File: config.mk
export PLATFORM = sky130hd
export DESIGN_NAME = gcd_processor_n_flat
export DESIGN_NICKNAME = d
export VERILOG_FILES = /design/src/rtl/gcd_processor_n_pkg.sv /design/src/rtl/gcd_processor_n_if.sv /design/src/rtl/gcd_processor_n_enter_edge_det.sv /design/src/rtl/gcd_processor_n.sv /design/src/flat_wrapper.sv
export SDC_FILE = /design/constraint.sdc
export NUM_CORES = 1
export LEC_CHECK = 0
export BUFFER_PORTS_ARGS = -buffer_cell sky130_fd_sc_hd__buf_4
export CAP_MARGIN = 40
export CORE_AREA = 2 2 95 97
export DETAILED_ROUTE_END_ITERATION = 10
export DIE_AREA = 0 0 97 99
export PLACE_DENSITY = 0.63
export SLEW_MARGIN = 20
export SYNTH_ARGS = -nofsm -noshare
export SYNTH_HDL_FRONTEND = slang
export SYNTH_SLANG_ARGS = --single-unit
File: constraint.sdc
create_clock -name clk -period 2.3 [get_ports clk]
set_input_delay 0.46 -clock clk [delete_from_list [all_inputs] [get_ports clk]]
set_output_delay 0.46 -clock clk [all_outputs]
set_load 0.05 [all_outputs]
File: src/rtl/gcd_processor_n_pkg.sv
// Shared definitions for the parametrised GCD processor: default widths,
// FSM state encodings and the status flag bundle.
package gcd_processor_n_pkg;

  localparam int unsigned GCD_WIDTH_DEF = 8;
  localparam int unsigned GCD_CNT_W_DEF = 16;
  localparam int unsigned GCD_ST_W      = 2;

  localparam logic [GCD_ST_W-1:0] ST_WAIT_X  = 2'd0;
  localparam logic [GCD_ST_W-1:0] ST_WAIT_Y  = 2'd1;
  localparam logic [GCD_ST_W-1:0] ST_COMPUTE = 2'd2;
  localparam logic [GCD_ST_W-1:0] ST_DONE    = 2'd3;

  typedef struct packed {
    logic halt;
    logic busy;
    logic zero_err;
  } gcd_flags_t;

endpackage

File: src/rtl/gcd_processor_n_if.sv
// Operator-entry and display-side signals of the GCD processor.
interface gcd_processor_n_if
  import gcd_processor_n_pkg::*;
#(
  parameter int unsigned WIDTH = GCD_WIDTH_DEF,
  parameter int unsigned CNT_W = GCD_CNT_W_DEF
);

  logic             enter_n_i;
  logic [WIDTH-1:0] data_i;
  logic [WIDTH-1:0] data_o;
  logic             halt_o;
  logic             busy_o;
  logic             zero_err_o;
  logic [CNT_W-1:0] steps_o;

  modport master (
    output enter_n_i, data_i,
    input  data_o, halt_o, busy_o, zero_err_o, steps_o
  );

  modport slave (
    input  enter_n_i, data_i,
    output data_o, halt_o, busy_o, zero_err_o, steps_o
  );

endinterface

File: src/rtl/gcd_processor_n_enter_edge_det.sv
// Registered falling-edge detector for an active-low operator strobe; the
// history register resets to the idle level so a long-held press counts once.
module enter_edge_det (
  input  logic clk,
  input  logic rst_n,
  input  logic enter_n_i,
  output logic fall_c
);

  logic enter_q;

  always_ff @(posedge clk or negedge rst_n) begin
    if (!rst_n) enter_q <= 1'b1;
    else        enter_q <= enter_n_i;
  end

  assign fall_c = enter_q & ~enter_n_i;

endmodule

File: src/rtl/gcd_processor_n.sv
// GCD by repeated subtraction with operator entry of X then Y, a saturating
// step counter, busy/halt status and a zero-operand error flag.
module gcd_processor_n
  import gcd_processor_n_pkg::*;
#(
  parameter int unsigned WIDTH = GCD_WIDTH_DEF,
  parameter int unsigned CNT_W = GCD_CNT_W_DEF
) (
  input logic              clk,
  input logic              rst_n,
  gcd_processor_n_if.slave bus_s
);

  logic                fall_c;
  logic [GCD_ST_W-1:0] state_q, state_d;
  logic [WIDTH-1:0]    x_q, x_d;
  logic [WIDTH-1:0]    y_q, y_d;
  logic [WIDTH-1:0]    data_q, data_d;
  gcd_flags_t          flags_q, flags_d;
  logic [CNT_W-1:0]    steps_q, steps_d;
  logic                x_zero_c, y_zero_c, term_c, steps_max_c;

  enter_edge_det u_edge (
    .clk       (clk),
    .rst_n     (rst_n),
    .enter_n_i (bus_s.enter_n_i),
    .fall_c    (fall_c)
  );

  assign x_zero_c    = (x_q == '0);
  assign y_zero_c    = (y_q == '0);
  assign term_c      = x_zero_c | y_zero_c | (x_q == y_q);
  assign steps_max_c = &steps_q;

  always_ff @(posedge clk or negedge rst_n) begin
    if (!rst_n) begin
      state_q <= ST_WAIT_X;
      x_q     <= '0;
      y_q     <= '0;
      data_q  <= '0;
      flags_q <= '0;
      steps_q <= '0;
    end else begin
      state_q <= state_d;
      x_q     <= x_d;
      y_q     <= y_d;
      data_q  <= data_d;
      flags_q <= flags_d;
      steps_q <= steps_d;
    end
  end

  always_comb begin
    state_d = state_q;
    x_d     = x_q;
    y_d     = y_q;
    data_d  = data_q;
    flags_d = flags_q;
    steps_d = steps_q;

    case (state_q)
      // A finished run accepts the next X directly, like the idle state.
      ST_WAIT_X, ST_DONE: begin
        if (fall_c) begin
          x_d     = bus_s.data_i;
          data_d  = bus_s.data_i;
          flags_d = '0;
          steps_d = '0;
          state_d = ST_WAIT_Y;
        end
      end

      ST_WAIT_Y: begin
        if (fall_c) begin
          y_d          = bus_s.data_i;
          flags_d.busy = 1'b1;
          state_d      = ST_COMPUTE;
        end
      end

      ST_COMPUTE: begin
        data_d = x_q;
        if (term_c) begin
          // X==0 yields Y (which also covers 0,0 -> 0); otherwise X is the GCD.
          data_d           = x_zero_c ? y_q : x_q;
          flags_d.halt     = 1'b1;
          flags_d.busy     = 1'b0;
          flags_d.zero_err = x_zero_c & y_zero_c;
          state_d          = ST_DONE;
        end else begin
          if (x_q > y_q) x_d = x_q - y_q;
          else           y_d = y_q - x_q;
          steps_d = steps_max_c ? steps_q : steps_q + CNT_W'(1);
        end
      end

      default: state_d = ST_WAIT_X;
    endcase
  end

  assign bus_s.data_o     = data_q;
  assign bus_s.halt_o     = flags_q.halt;
  assign bus_s.busy_o     = flags_q.busy;
  assign bus_s.zero_err_o = flags_q.zero_err;
  assign bus_s.steps_o    = steps_q;

endmodule
File: src/flat_wrapper.sv
// flat-port wrapper written by rule: the top's interface ports become plain ports
module gcd_processor_n_flat import gcd_processor_n_pkg::*;
#(
  parameter int unsigned WIDTH = GCD_WIDTH_DEF,
  parameter int unsigned CNT_W = GCD_CNT_W_DEF
)
  (clk, rst_n, bus_s_enter_n_i, bus_s_data_i, bus_s_data_o, bus_s_halt_o, bus_s_busy_o, bus_s_zero_err_o, bus_s_steps_o);
  gcd_processor_n_if #(.WIDTH(WIDTH), .CNT_W(CNT_W)) bus_s_i ();
  input logic clk;
  input logic rst_n;
  input wire logic [$bits(bus_s_i.enter_n_i)-1:0] bus_s_enter_n_i;
  input wire logic [$bits(bus_s_i.data_i)-1:0] bus_s_data_i;
  output wire logic [$bits(bus_s_i.data_o)-1:0] bus_s_data_o;
  output wire logic [$bits(bus_s_i.halt_o)-1:0] bus_s_halt_o;
  output wire logic [$bits(bus_s_i.busy_o)-1:0] bus_s_busy_o;
  output wire logic [$bits(bus_s_i.zero_err_o)-1:0] bus_s_zero_err_o;
  output wire logic [$bits(bus_s_i.steps_o)-1:0] bus_s_steps_o;
  assign bus_s_i.enter_n_i = bus_s_enter_n_i;
  assign bus_s_i.data_i = bus_s_data_i;
  assign bus_s_data_o = bus_s_i.data_o;
  assign bus_s_halt_o = bus_s_i.halt_o;
  assign bus_s_busy_o = bus_s_i.busy_o;
  assign bus_s_zero_err_o = bus_s_i.zero_err_o;
  assign bus_s_steps_o = bus_s_i.steps_o;
  gcd_processor_n #(.WIDTH(WIDTH), .CNT_W(CNT_W)) u_core (.clk(clk), .rst_n(rst_n), .bus_s(bus_s_i));
endmodule
Word level (Yosys, flattened, before mapping)
Index checks and enable logic that the tools add are counted.
- register bits after elaboration: 46
- bits of input ports: 11
- add/sub/neg operators: 3
- magnitude comparators: 1
- eq/ne operators: 11
- mux-type cells: 24
- bitwise logic cells: 5
- reduce and logical (&&, ||, !) cells: 13
- operators by type and width (kind ; number):
    2-to-1 mux 8 bit ; 7
    2-to-1 mux 16 bit ; 3
    one-hot mux 8 bit (2 select lines) ; 3
    one-hot mux 16 bit (2 select lines) ; 1
    adder 16 x 1 -> 16 bit, second input constant ; 1
    zero test 8 bit ; 2
    AND reduction 16 bit ; 1
    subtractor 8 bit ; 2
    AND reduction 4 bit ; 3
    == test 8 bit ; 1
    > comparator 8 bit ; 1
    inequality test 2 x 1 -> 1 bit, second input constant ; 4
    2-to-1 mux 2 bit ; 3
    2-to-1 mux 3 bit ; 2
    inequality test 2 bit, second input constant ; 3
    one-hot mux 2 bit (3 select lines) ; 1
    AND reduction 3 bit ; 2
    == test 2 bit, second input constant ; 2
    one-hot mux 1 bit (2 select lines) ; 2
    nonzero test 2 bit ; 2
    one-hot mux 1 bit (3 select lines) ; 1
    bitwise AND 1 bit ; 2
    == test 2 x 1 -> 1 bit, second input constant ; 1
    zero test 2 bit ; 1
    other kinds (5) ; 6

Longest topological paths before layout
- word-level depth: 5
- gate-level depth with buffers: 10

Hierarchy
Synthesis repeated with hierarchy kept, for this count alone.
- cells, all modules: 374
- area total of the unflattened synthesis: 3333.2 µm²
- modules (own cells, without submodules) (module ; instances ; cells an instance ; area each (µm²) ; seq. area each (µm²)):
    gcd_processor_n ; 1 ; 372 ; 3293.2 ; 1126.1
    enter_edge_det ; 1 ; 2 ; 40.0 ; 26.3

Worst setup path after synthesis
No wires, ideal clock.
- kind: register to register
- start point: register u_core.y_q[0]
- end point: register u_core.y_q[0]
- setup time: 0.125 ns
- arrival time: 2.139 ns
- path slack: 0.036 ns
- stages on the path, launching flop included: 8
- buffers on the path: 0
- cells stage by stage: dfrtp_1 > ha_1 > fa_1 > nand2b_1 > a211oi_1 > nor3_1 > a2bb2oi_4 > mux2_4
- cells in the longest elaborated chain, start to end: 5
- elaborated cells on any way between the ends: 12
- those cells by class: 1 x add/sub; 1 x order compare; 3 x eq/ne; 3 x mux; 2 x bitwise; 2 x reduce/logical
- ends and longest elaborated chain (element ; line ; source):
    start: declaration ; gcd_processor_n.sv:17 ; logic [WIDTH-1:0] y_q, y_d;
    start signal: assignment ; gcd_processor_n.sv:46 ; y_q <= y_d;
    parallel branches: the longest is 5 deep, another holds subtractor 8 bit ; - ;
Several ways; the timed one is not identified. The select of a mux whose other input is x is not followed.
A chain may end at the register's enable or synchronous reset.

Final worst setup path
- start point: register u_core.x_q[0]
- end point: register u_core.y_q[6]
- cells in the longest elaborated chain, start to end: 5
- elaborated cells on any way between the ends: 12
- those cells by class: 1 x add/sub; 1 x order compare; 3 x eq/ne; 3 x mux; 2 x bitwise; 2 x reduce/logical
- ends and longest elaborated chain (element ; line ; source):
    start: declaration ; gcd_processor_n.sv:16 ; logic [WIDTH-1:0] x_q, x_d;
    start signal: assignment ; gcd_processor_n.sv:38 ; x_q <= '0;
    start signal: assignment ; gcd_processor_n.sv:45 ; x_q <= x_d;
    parallel branches: the longest is 5 deep, another holds subtractor 8 bit ; - ;
Several ways; the timed one is not identified. The select of a mux whose other input is x is not followed.

==> results.cfg <==
[clock_tree]
cts_tree = built
clock_latency_ns = 0.31
numCtsBuffers = 5
hold_buffers = 0
clk_pin_slew_worst_paths_ns = 0.09
clockBufferDepth = 2
htree_levels = 2
clock-root-buffer = clkbuf_8
clock-sinks = 46

[synth]
synthCells = 392
synth.area.top_cells = dfrtp_1, ha_1, a21oi_1
netlist_area_um2 = 3370
syn_nets = 424
async_flop_share_pct = 100
synth_top_flop_cell = dfrtp_1
synth_top_cell_by_area = dfrtp_1
synth_top_area_share_pct = 33.4
ys_types = 59
ys_seq_area_share_pct = 34.2
yosys_warnings = 0
synth_edf_count = 0
synth_area_per_cell_um2 = 8.60
ys_ff_latch = 46

[finish]
antenna_cells = 0
final_cell_mix = buf_4, a21oi_1, dfrtp_1
drive_above_1_share_pct = 27.3
area_growth_pct = 27.2
final_net_count = 493
final_common_cell = buf_4
stdcell_count = 570
fillCellCount = 808

[worst_setup_path]
crit_required_ns = 2.50
end_kind = flip-flop
cp_data_arrival_time_ns = 2.49
start_kind = flip-flop
path_class = reg2reg
cp_max_fo = 3

[power]
leakage_nw = 1.99
power.density_nw_per_um2 = 373
comb_power_share_pct = 2.2
seq_power_share_pct = 50.6
intPower_w = 0.00129
swShare_pct = 19.6
p_sw_w = 0.000313
peakVddDrop_mv = 0.199
power_frac_clock_pct = 47.2

[route]
via_per_inst = 5.45
num_vias = 3106
finalWirelength_um = 8870
drtPass1Iterations = 6
post_drt_wl_per_cell_um = 15.6
drc_errors = 0
drt_iter0_drc = 172
antenna_left = 0

[run_status]
status = complete, no violations

[global_route]
grt_use_total_pct = 18.6
grt_pass1_wl_um = 14600
overflow = 0
grt_max_degree = 47
antenna_found_initial = 0
grt_pass1_vias = 2953

[sta]
fin_crit_ns = 2.30
setup_viol = 0
fin_setup_tns_ns = 0
max_freq_ghz = 0.435
hold_viol_final = 0
slew_violations = 0
rsz0062_at_grt = true
clock_skew_ns = 0.00493
slew_headroom_pct = 59.6
worstMarginPinSlew_ns = 0.606
period_share_pct = 99.9

[floorplan]
die_w_um = 97
start_util_pct = 39.4
core_area_um2 = 8550
io_pins = 38
dieArea_um2 = 9600
rows = 34
die_h_um = 99

[placement]
hpwl_um = 6590
gp_congestion = 0.859
place_inst = 558
io_buffers = 37

[job]
max-cap-violations = 0

[min_path]
hold_path.class = in2async
==> cells by family (layout without fill, tap and decap cells) <==
group / count (synthesis) / in the layout / synth area share [%]
flip-flops: 46 / 46 / 34.2
adder cells (fa/ha/maj): 21 / 21 / 8.24
multiplexers: 13 / 13 / 4.34
AND/OR/NAND/NOR: 140 / 140 / 23.1
XOR/XNOR: 5 / 5 / 1.30
AO/OA/AOI/OAI: 121 / 122 / 22.6
buffers and inverters: 46 / 115 / 6.24
==> critical path: stages, from the launching register on <==
cell and delay [ns]:
dfrtp_1 0.38, inv_2 0.06, ha_4 0.17, fa_2 0.38, nand2b_4 0.18, a211oi_4 0.29, nor3_4 0.09, a2bb2oi_4 0.19
buf_4 0.16, mux2_4 0.29
==> path summary, 6_finish.rpt <==
check,from,to,slack [ns],depth (start not counted)
min in group clk,bus_s_enter_n_i,u_core.u_edge.enter_q,0.26,1
min,rst_n,u_core.bus_s.steps_o[10],0.16,1
max,u_core.x_q[0],u_core.y_q[6],0.002,9
max reg2reg,u_core.x_q[0],u_core.y_q[6],0.002,9
min reg2reg,u_core.bus_s.data_o[2],u_core.bus_s.data_o[2],0.49,2
max in group asynchronous,rst_n,u_core.y_q[1],1.70,1
==> metrics by stage <==
step | worst slack, ns | cell area, µm² | hold WS (ns) | power [W] | util (%)
final | 0.00170 | 4290 | 0.159 | 0.00160 | 50.1
after CTS | 0.0134 | 4190 | 0.176 | 0.00163 | 49.0
after floorplan | 0.0359 | 3370 | 0.164 | 0.000830 | -
after global placement | -0.218 | 3990 | 0.464 | 0.000862 | 46.6
after detailed placement | -0.273 | 3990 | 0.472 | 0.000862 | 46.6
after global routing | -0.105 | 4290 | 0.211 | 0.00165 | 50.1
==> power by group through the flow <==
| stage | registers (W) | logic, W | clock network (W) |
|---|---|---|---|
| floorplan | 0.000826 | 0.00000420 | 0 |
| global placement | 0.000826 | 0.0000362 | 0 |
| detailed placement | 0.000826 | 0.0000365 | 0 |
| CTS | 0.000810 | 0.0000366 | 0.000785 |
| global route | 0.000810 | 0.0000408 | 0.000801 |
| finish | 0.000810 | 0.0000351 | 0.000754 |
==> sequential cells by signal, indices dropped and copies added (netlist names) <==
name                     flops
u_core.bus_s.steps_o        16
u_core.bus_s.data_o          8
u_core.x_q                   8
u_core.y_q                   8
u_core.state_q               2
u_core.bus_s.busy_o          1
u_core.bus_s.halt_o          1
u_core.bus_s.zero_err_o      1
u_core.u_edge.enter_q        1
==> layer usage <==
layer  up-vias  share of wire, %  track usage, %
li1       1553                 -               -
met1      1494                48            25.4
met2        52                48            31.5
met3         7               2.7            2.27
met4         0               1.0            4.66
met5         -                 0               0
==> final cells by class <==
class | instances | area [µm²] | share of cell area [%]
repair buffers | 82 | 643 | 15.0
flip-flops and latches | 46 | 1150 | 26.9
clock buffers | 6 | 82.6 | 1.93
multi-input cells | 301 | 2120 | 49.4
well taps | 108 | 135 | 3.15
clock inverters | 2 | 60.1 | 1.40
inverters | 25 | 93.8 | 2.19
==> Yosys cell counts (4+ instances only) <==
master    number
a21oi_1       45
dfrtp_1       45
nand2_1       37
o21ai_0       34
nor2_1        31
inv_1         25
ha_1          19
nand4_1       14
nand3_1       13
mux2i_1        9
clkbuf_1       8
nor2b_1        8
a31oi_1        6
and3_1         6
buf_2          6
a21o_1         5
nor3_1         5
a211oi_1       4
or4_4          4
==> timing repair <==
item                       4_1_cts  5_1_grt
buffers inserted                 2        1
pin swaps                        2        5
cloned                           0        1
setup endpoints to repair       16       17
gates resized for setup          8       17
Power figures use the tool's default switching activity.
